--- config.mk ---
export PLATFORM = sky130hd
export DESIGN_NAME = sync_fifo
export DESIGN_NICKNAME = d
export VERILOG_FILES = /design/src/rtl/sync_fifo.sv
export SDC_FILE = /design/constraint.sdc
export NUM_CORES = 1
export LEC_CHECK = 0
export CELL_PAD_IN_SITES_DETAIL_PLACEMENT = 0
export CELL_PAD_IN_SITES_GLOBAL_PLACEMENT = 1
export CORE_MARGIN = 3
export CORE_UTILIZATION = 35
export DETAILED_ROUTE_END_ITERATION = 10
export PLACE_DENSITY = 0.75
export SLEW_MARGIN = 40
export SYNTH_ARGS = -nofsm -noshare
export SYNTH_HDL_FRONTEND = slang
export SYNTH_SLANG_ARGS = --single-unit
--- constraint.sdc ---
create_clock -name clk -period 2.8 [get_ports clk]
set_input_delay 0.28 -clock clk [delete_from_list [all_inputs] [get_ports clk]]
set_output_delay 0.28 -clock clk [all_outputs]
set_load 0.05 [all_outputs]
--- src/rtl/sync_fifo.sv ---
// Single-clock FIFO with binary wrap-around pointers, a separate occupancy
// counter, registered read data with a valid strobe, and one-cycle
// overflow/underflow pulses for rejected requests.
module sync_fifo #(
    parameter int DATA_W = 8,
    parameter int ADDR_W = 2
) (
    input  logic              clk,
    input  logic              rst,
    input  logic              wr_en,
    input  logic [DATA_W-1:0] wr_data,
    input  logic              rd_en,
    output logic [DATA_W-1:0] rd_data,
    output logic              rd_valid,
    output logic              full,
    output logic              empty,
    output logic [ADDR_W:0]   count,
    output logic              overflow,
    output logic              underflow
);

    localparam int DEPTH = 1 << ADDR_W;
    localparam logic [ADDR_W:0] DEPTH_CNT = (ADDR_W+1)'(DEPTH);

    logic [DATA_W-1:0] mem [DEPTH];
    logic [ADDR_W-1:0] wr_ptr;
    logic [ADDR_W-1:0] rd_ptr;
    logic              rd_acc;
    logic              wr_acc;
    logic [ADDR_W:0]   count_next;

    // Acceptance comes only from registered flags; a write into a full FIFO
    // is allowed when a read frees a slot in the same cycle, but an empty
    // FIFO never forwards a same-cycle write to the read side.
    always_comb begin
        rd_acc     = rd_en & ~empty;
        wr_acc     = wr_en & (~full | rd_acc);
        count_next = count + (ADDR_W+1)'(wr_acc) - (ADDR_W+1)'(rd_acc);
    end

    // Storage is left uncleared by reset, but reset still blocks the write.
    always_ff @(posedge clk) begin
        if (!rst && wr_acc) begin
            mem[wr_ptr] <= wr_data;
        end
    end

    // Pointers, occupancy, flags, read data and error pulses.
    always_ff @(posedge clk) begin
        if (rst) begin
            wr_ptr    <= '0;
            rd_ptr    <= '0;
            count     <= '0;
            empty     <= 1'b1;
            full      <= 1'b0;
            rd_data   <= '0;
            rd_valid  <= 1'b0;
            overflow  <= 1'b0;
            underflow <= 1'b0;
        end else begin
            if (wr_acc) begin
                wr_ptr <= wr_ptr + ADDR_W'(1);
            end
            if (rd_acc) begin
                rd_data <= mem[rd_ptr];
                rd_ptr  <= rd_ptr + ADDR_W'(1);
            end
            rd_valid  <= rd_acc;
            count     <= count_next;
            empty     <= (count_next == '0);
            full      <= (count_next == DEPTH_CNT);
            overflow  <= wr_en & ~wr_acc;
            underflow <= rd_en & ~rd_acc;
        end
    end

endmodule

## Word-level counts from Yosys, hierarchy flattened

Memory sizes are Yosys's and may differ from the RTL's. A register that Yosys moved wholly into a read port is not among the register bits.
Cells that the tools add are included.
W data, S select, Z words.

- Equality and inequality tests: 1
- Bitwise logic cells: 9
- $add $sub $neg: 4
- $lt $le $gt $ge: 0
- Divide/modulo/power cells: 0
- Multipliers: 0
- Shift-type cells: 0
- Multiplexer cells: 2
- Reduce and logical (&&, ||, !) cells: 3

Operators by type and width:

| kind | count |
|---|---|
| $add A2 B1 Y2 const B | 2 |
| $and A1 B1 Y1 | 4 |
| $not A1 Y1 | 4 |
| $add A3 B1 Y3 | 1 |
| $eq A3 B3 Y1 const B | 1 |
| $logic_not A3 Y1 | 1 |
| $sub A3 B1 Y3 | 1 |
| $mux W1 | 2 |
| $logic_and A1 B1 Y1 | 1 |
| $logic_not A1 Y1 | 1 |
| $or A1 B1 Y1 | 1 |

- Output and inout bits: 16
- Memory bits (writable): 32
- Register bits: 12
- ROM bits: 0
- Word-level logic and storage cells: 28
- Memories kept: 1
- Bits in latches: 0

Memory list:

| memory | words | width | read ports | clocked after Yosys merged registers in | write ports | RTL line | RTL |
|---|---|---|---|---|---|---|---|
| mem | 4 | 8 | 1 | 1 | 1 | 25 | `logic [DATA_W-1:0] mem [DEPTH];` |

## Logic depth before layout (Yosys ltp)

Gate-level depths: netlist of the first run.

- Depth after elaboration: 7
- Mapped depth: 10
- Gate-level depth less buffers: 10

## Worst setup path before layout of the first run

No wires, ideal clock.

- Path kind: register -> register
- Start: register empty
- End: register full
- Arrival time: 2.426 ns
- Setup slack: 0.296 ns
- Required time: 2.722 ns
- Library setup time: 0.078 ns
- Cell stages (with the launch flop): 11
- Cell sequence: dfxtp_1 > nand2b_4 > buf_2 > inv_2 > ha_1 > inv_1 > ha_1 > fa_1 > xnor3_1 > nand2_1 > nor3_1

- Longest elaborated chain between the ends: 7

RTL lines:

| what | RTL line | RTL |
|---|---|---|
| start: declaration | 16 | `output logic empty,` |
| start signal: assignment | 70 | `empty <= (count_next == '0);` |
| $not A1 Y1 (*) | 36 | `rd_acc = rd_en & ~empty;` |
| $and A1 B1 Y1 (*) | 36 |  |
| net rd_acc | 28 | `logic rd_acc;` |
| $or A1 B1 Y1 | 37 | `wr_acc = wr_en & (~full \| rd_acc);` |
| $and A1 B1 Y1 | 37 |  |
| $add A3 B1 Y3 | 38 | `count_next = count + (ADDR_W+1)'(wr_acc) - (ADDR_W+1)'(rd_acc);` |
| $sub A3 B1 Y3 (*) | 38 |  |
| $eq A3 B3 Y1 (*) | 71 | `full <= (count_next == DEPTH_CNT);` |
| end signal: assignment | 71 |  |
| end: declaration | 15 | `output logic full,` |

Mark *: on every way through the listed nets, which the timed path passes. The rest lies on a longest branch.
A chain may end at the register's enable or synchronous reset.

## Worst setup path in the final report of the first run

- Start: input port rd_en
- End: register full

- Longest elaborated chain between the ends: 6

RTL lines:

| what | RTL line | RTL |
|---|---|---|
| start: declaration | 12 | `input logic rd_en,` |
| $and A1 B1 Y1 (*) | 36 |  |
| net rd_acc | 28 |  |
| $or A1 B1 Y1 | 37 |  |
| $and A1 B1 Y1 | 37 |  |
| $add A3 B1 Y3 | 38 |  |
| $sub A3 B1 Y3 (*) | 38 |  |
| $eq A3 B3 Y1 (*) | 71 |  |

Marks and branches as above.

==> metrics.md, run 1 <==
| Metric | Value |
|---|---|
| Avg WL per Cell | between 15 and 20 microns |
| Setup repair bufs after CTS | 0 |
| Input/output buffers | 27 |
| Number of global-route vias before repair | approximately 1200 |
| Worst Setup Start Kind | input pin |
| Status | complete, no violations |
| Antenna cell count | 0 |
| Area growth, synth to finish | 22.8% |
| Number of nets in the layout | between 150 and 200 |
| Syn nets | 153 |
| Number of buffers inserted during clock tree synthesis | 5 |
| Leading post-synthesis cells by instance count | edfxtp_1 (32), dfxtp_1 (20), nand2_1 (18) |
| Number of max-capacitance violations reported | 0 |
| Fraction of final layout cells with drive strength greater than 1 | a little over an eighth |
| Final critical path time including I/O delays and setup | 2.40 ns |
| Worst hold-check path type | reg2reg |
| 1st-iter DRT viols | 46 |
| Proportion of synthesized chip area in sequential cells | 67.7% |
| FMAX | roughly 420 MHz |
| Final-layout fill cell count | around 500 |
| Via total after detailed routing | 1086 |
| Post-detailed-routing wire length | 3.63 mm |
| Setup repair after global routing missed its margin | no |
| Worst hold slack | 0.459 ns |
| Cell taking the most area after synthesis | edfxtp_1 |
| First-pass GRT wire length | between 6 and 7 mm |
| CTS H-tree lvls | 2 |
| Asr flop ratio synth | 0% |
| Chip height | 81.8 microns |
| Antenna Nets Post-Route | 0 |
| Ratio of routed vias to standard cells | 4.60 |
| Fraction of the cycle the final worst path needs | a little under nine tenths |
| Final count of negative-setup-slack endpoints | 0 |
| Syn Inst Count | 134 |
| DIE AREA | approximately 6700 sq um |
| Std cell rows | 26 |
| Required time of the critical path | 3.01 ns |
| Area share of the largest cell type after synthesis | a little under half |
| Post-Route Setup TNS | 0 ns |
| DRC violation count after routing | 0 |
| Synthesized area per cell | 15.0 sq um |
| Final Wtd Congestion | 0.775 |
| Clk Tree Root Cell | clkbuf_8 |
| Horizontal die dimension | 81.8 microns |
| Clock tree buffer depth | 2 |
| Clk slew on worst S/H paths | about 0.09 ns |
| Netlist Area Pre-Place | about 2000 sq um |
| Largest net degree at the start of global routing | 20 |
| Area of the multi-input gates | approximately 600 sq um |
| Insertion delay of the later-clocked pin in the worst-skew pair | 0.30 ns |
| Reg area | 1360 sq um |
| Top cells by area in the synthesized netlist | edfxtp_1 (48%), dfxtp_1 (20%), mux4_2 (9.0%) |
| Half-perimeter wire length of the detailed placement result | 2.62 mm |
| Number of max-slew violations in the final report | 0 |
| Slew at the pin with the worst max-slew slack | 0.638 ns |
| Clock tree sinks | 52 |
| Critical path endpoint category | flop |
| Maximum vdd drop | 0.313 mV |
| Std-Cell Core Area | 5340 sq um |
| Number of placed instances, taps included | 228 |
| Most frequent cell after synthesis | edfxtp_1 |
| First-pass detailed-route iteration total | 4 |
| Relative slew slack | between 50 and 60% |
| Worst Path Arrival | 2.61 ns |
| Starting utilization of the core area | 37.7% |
| Number of enable-type register cells in the synthesized netlist | 32 |
| Initial antenna violation count | 0 |
| Count of different cell masters after synthesis | 28 |
| Total of cells resized after clock tree synthesis | 0 |
| Worst Clk Skew | roughly 0.0042 ns |
| Leakage power figure | 0.866 nW |
| Top_reg_cell synth | edfxtp_1 |
| Number of top-level pins | 28 |
| Global-route congestion overflow total | 0 |
| Aggregate global-route resource usage | 12.7% |
| Count of warnings emitted by yosys | 0 |
| Number of hold-repair buffers added at the cts stage | 0 |
| Clock tree from TritonCTS | yes |
| Crit Path Max Fanout | 11 |
| Pwr Density | 902 nW/um^2 |
| Final cell count without fillers | 236 |
| Category of the most critical setup path | in2reg |
| Synth Register Bits | 52 |
| Fin. Hold Viols | 0 |
[power by group]
| group | internal, mW | switching [mW] | total [mW] |
|---|---|---|---|
| Combinational | 0.297 | 0.411 | 0.708 |
| Clock | 0.269 | 0.250 | 0.520 |
| Sequential | 0.917 | 0.0832 | 1.00 |
[worst max-delay path, cell delays in order]
cell	delay (ns)
clkdlybuf4s50_1	0.49
nand2b_4	0.11
buf_4	0.17
inv_2	0.10
ha_1	0.30
inv_1	0.04
ha_1	0.18
fa_1	0.40
xnor3_1	0.24
nand2_1	0.09
nor3_1	0.19
[state kept, by name (all words and copies together) (netlist names)]
name	count
rd_ptr	2
count	3
overflow	1
empty	1
full	1
mem	32
rd_data	8
wr_ptr	2
underflow	1
rd_valid	1
[path summary, 6_finish.rpt]
check / start / endpoint / slack [ns] / cells after the start
setup / recovery: rd_en / full / 0.40 / 11
hold reg to reg: rd_data[4] / rd_data[4] / 0.46 / 2
setup reg to reg: empty / full / 0.42 / 10
hold / removal: rd_data[4] / rd_data[4] / 0.46 / 2
[placed cells by master (no fill, tap or decap)]
master           count
edfxtp_1            32
clkdlybuf4s50_1     27
dfxtp_1             20
nand2_1             18
a21oi_1              9
inv_1                8
mux4_2               8
ha_1                 6
nor2_1               5
clkbuf_8             5
and2_1               4
nand2b_1             3
nor2b_1              2
buf_4                2
nand2b_4             1
inv_2                1
a21boi_2             1
mux2_2               1
xnor2_1              1
nor3b_1              1
xnor3_1              1
nor3_1               1
o31ai_1              1
and3b_1              1
mux2i_1              1
nand3b_1             1
xor2_1               1
fa_1                 1
clkinvlp_4           1
bufinv_16            1
inv_6                1
[per-stage QoR]
step                setup WS, ns  power, mW  area, sq um  util [%]
floorplan                  0.296       1.51         2010         -
global placement           0.272       1.70         2350      44.1
detailed placement        0.0992       1.74         2350      44.1
CTS                        0.400       2.26         2470      46.3
global route               0.189       2.35         2470      46.3
finish                     0.402       2.23         2470      46.3
[cell type report]
class	count	share of cell area (%)
repair buffers	29	11.6
well taps	70	3.55
clock buffers	5	2.79
clock inverters	3	1.88
multi-input cells	68	23.7
inverters	9	1.37
flip-flops and latches	52	55.1
[routing by layer]
metal	routed length, microns	GRT usage [%]	part of all wire, %	vias to the layer above
met1	1450	14.3	40	522
met4	77	5.48	2.1	0
li1	-	-	-	534
met5	0	0	0	-
met3	160	3.95	4.4	8
met2	1940	22.2	53	22
[cell families (layout without fill, tap and decap cells)]
kind of cell,Yosys count,in the layout,synth area share [%]
buffers and inverters,14,46,3.17
AOI/OAI and AO/OA,11,11,3.17
muxes,10,10,10.0
xor gates and xnor gates,3,3,1.99
adders and majority gates,7,7,4.73
DFF,52,52,67.7
and+or+nand+nor,37,37,9.21
Power figures use the tool's default switching activity.
==> inputs of run 2 (changes only) <==
- clock period: 2.8 -> 2.41 ns (I/O delays scaled with it)
==> run 2 against run 1 <==
Via count up 0.28%. Final cell count up 1.7%. Worst hold slack worse by 0.0030 ns. Combinational power up 17%. Non-clock buffer count up 4. Clock power down 5.8%. Core utilization up 0.14 points. Critical path type unchanged.
==> metrics.md, run 2 (synthesized netlist as in run 1, its figures left out) <==
| Metric | Value |
|---|---|
| Final Util | 46.4% (+0.14 points) |
| Aggregate global-route resource usage | 11.9% (-0.86 points) |
| Fraction of final layout cells with drive strength greater than 1 | 15.9% (+2.6 points) |
| DRC violation count after routing | 0 (unchanged) |
| Insertion delay of the later-clocked pin in the worst-skew pair | 0.30 ns (about the same) |
| Launch instance of the worst min-delay path | empty |
| Clk slew on worst S/H paths | 0.09 ns (about the same) |
| Number of nets in the layout | 188 (+2.2%) |
| DIE AREA | 6690 sq um (unchanged) |
| Number of max-capacitance violations reported | 0 (unchanged) |
| Ratio of routed vias to standard cells | 4.54 (-1.4%) |
| Slew at the pin with the worst max-slew slack | 0.630 ns (-0.00822 ns) |
| Most common library cell in the layout ignoring fill and taps | edfxtp_1 |
| Crit Reg-Reg Endpoint | empty |
| Starting utilization of the core area | 37.7% (unchanged) |
| Fraction of the cycle the final worst path needs | around nine tenths |
| Global-route congestion overflow total | 0 (unchanged) |
| First-pass GRT wire length | 5.72 mm (-5.4%) |
| First-pass detailed-route iteration total | 4 (unchanged) |
| Biggest registers after layout | mem (32), rd_data (8), count (3) |
| Number of global-route vias before repair | 1168 (-3.4%) |
| Final critical path time including I/O delays and setup | 2.14 ns |
| Worst Path Arrival | 2.35 ns (-0.26 ns) |
| Clock tree from TritonCTS | yes |
| Number of hold-repair buffers added at the cts stage | 0 (unchanged) |
| Worst Clk Skew | 0.00213 ns (-0.00208 ns) |
| Largest net degree at the start of global routing | 20 (unchanged) |
| Post-detailed-routing wire length | 3.44 mm (-5.2%) |
| Worst Hold Endpoint | rd_valid |
| Setup repair bufs after CTS | 0 (unchanged) |
| Worst Setup Start Kind | input pin |
| Std-Cell Core Area | 5340 sq um (unchanged) |
| Final cell count without fillers | 240 (+1.7%) |
| Maximum vdd drop | 0.472 mV (+51%) |
| Chip height | 81.8 microns (unchanged) |
| Reg2Reg Setup Slack | 0.32 ns (-0.10 ns) |
| Avg WL per Cell | 14.3 microns (-6.8%) |
| Antenna Nets Post-Route | 0 (unchanged) |
| Area growth, synth to finish | 23.1% |
| Top library cells by usage in the layout, fill and taps aside | edfxtp_1 (32), clkdlybuf4s50_1 (27), dfxtp_1 (19) |
| Logic depth of the worst register-to-register path | 9 (-1) |
| CTS H-tree lvls | 2 (unchanged) |
| Final count of negative-setup-slack endpoints | 0 (unchanged) |
| Pwr Density | 1000 nW/um^2 (+11%) |
| Number of max-slew violations in the final report | 0 (unchanged) |
| Final Wtd Congestion | 0.735 (-5.2%) |
| Input/output buffers | 27 (unchanged) |
| Fin. Hold Viols | 0 (unchanged) |
| FMAX | roughly 470 MHz |
| Category of the most critical setup path | in2reg |
| 1st-iter DRT viols | 65 (+41%) |
| Placement Cell Area | 2380 sq um (+1.3%) |
| Clock tree sinks | 52 (unchanged) |
| Relative slew slack | 58.0% (+0.55 points) |
| Largest Register | mem |
| Critical path endpoint category | flop |
| Clk Tree Root Cell | clkbuf_8 |
| Hold path depth | 1 (-1) |
| Largest register FFs | 32 (unchanged) |
| Horizontal die dimension | 81.8 microns (unchanged) |
| Via total after detailed routing | 1089 (+0.28%) |
| Setup repair after global routing missed its margin | no |
| Number of top-level pins | 28 (unchanged) |
| Half-perimeter wire length of the detailed placement result | 2.54 mm (-3.1%) |
| Number of placed instances, taps included | 232 (+1.8%) |
| Std cell rows | 26 (unchanged) |
| Required time of the critical path | 2.62 ns (-0.39 ns) |
| Total of cells resized after clock tree synthesis | 0 (unchanged) |
| Worst hold-check path type | reg2reg |
| Clock tree buffer depth | 2 (unchanged) |
| Crit Path Max Fanout | 2 (-9) |
| Antenna cell count | 0 (unchanged) |
| Initial antenna violation count | 0 (unchanged) |
| Status | complete, no violations |
| Design area | 2480 sq um (+0.30%) |
| Reg2reg start | empty |
| Number of buffers inserted during clock tree synthesis | 5 (unchanged) |
| Leakage power figure | 0.879 nW (+1.5%) |
==> run 2: where the power goes <==
group | switching, mW | internal (mW)
registers | 0.0938 | 1.07
clock network | 0.282 | 0.208
logic | 0.471 | 0.359
total | 0.847 | 1.63
==> run 2: cell type report <==
type / instances / area, sq um
Tap cell: 70 / 87.6
Fill cell: 498 / 2860
Sequential cell: 52 / 1360
Multi-Input combinational cell: 68 / 586
Timing Repair Buffer: 33 / 315
Clock buffer: 5 / 68.8
Inverter: 9 / 33.8
Clock inverter: 3 / 22.5
==> run 2: stage by stage <==
| stage | total power [mW] | setup TNS [ns] | hold slack [ns] | setup WS [ns] |
|---|---|---|---|---|
| after floorplan | 1.75 | 0 | 0.340 | 0.109 |
| after global placement | 1.99 | 0 | 0.442 | 0.0354 |
| after detailed placement | 2.03 | -0.133 | 0.443 | -0.0782 |
| after CTS | 2.52 | 0 | 0.456 | 0.252 |
| after global routing | 2.63 | 0 | 0.485 | 0.162 |
| final | 2.48 | 0 | 0.456 | 0.271 |
==> run 2: critical path: stages <==
cell and delay [ns]:
clkdlybuf4s50_1 0.52, nand2b_4 0.07, a21boi_2 0.15, inv_1 0.06
ha_1 0.26, inv_1 0.04, ha_1 0.19, fa_1 0.40
xnor3_1 0.21, o31ai_1 0.22
==> run 2: routing by layer <==
metal  vias up  GRT usage [%]  share of wire [%]
met4         0           3.99               0.58
met2        18           21.2                 57
met1       531           13.1                 39
met5         -              0                  0
li1        538              -                  -
met3         2           4.06                3.8
==> run 2: worst max-delay path by stage <==
stage	from	to	slack, ns	cells after the start
CTS	rd_en	empty	0.25	10
detailed placement	rd_en	empty	-0.08	10
finish	rd_en	empty	0.27	10
global placement	rd_en	full	0.04	11
global route	rd_en	full	0.16	11
floorplan	empty	full	0.11	10
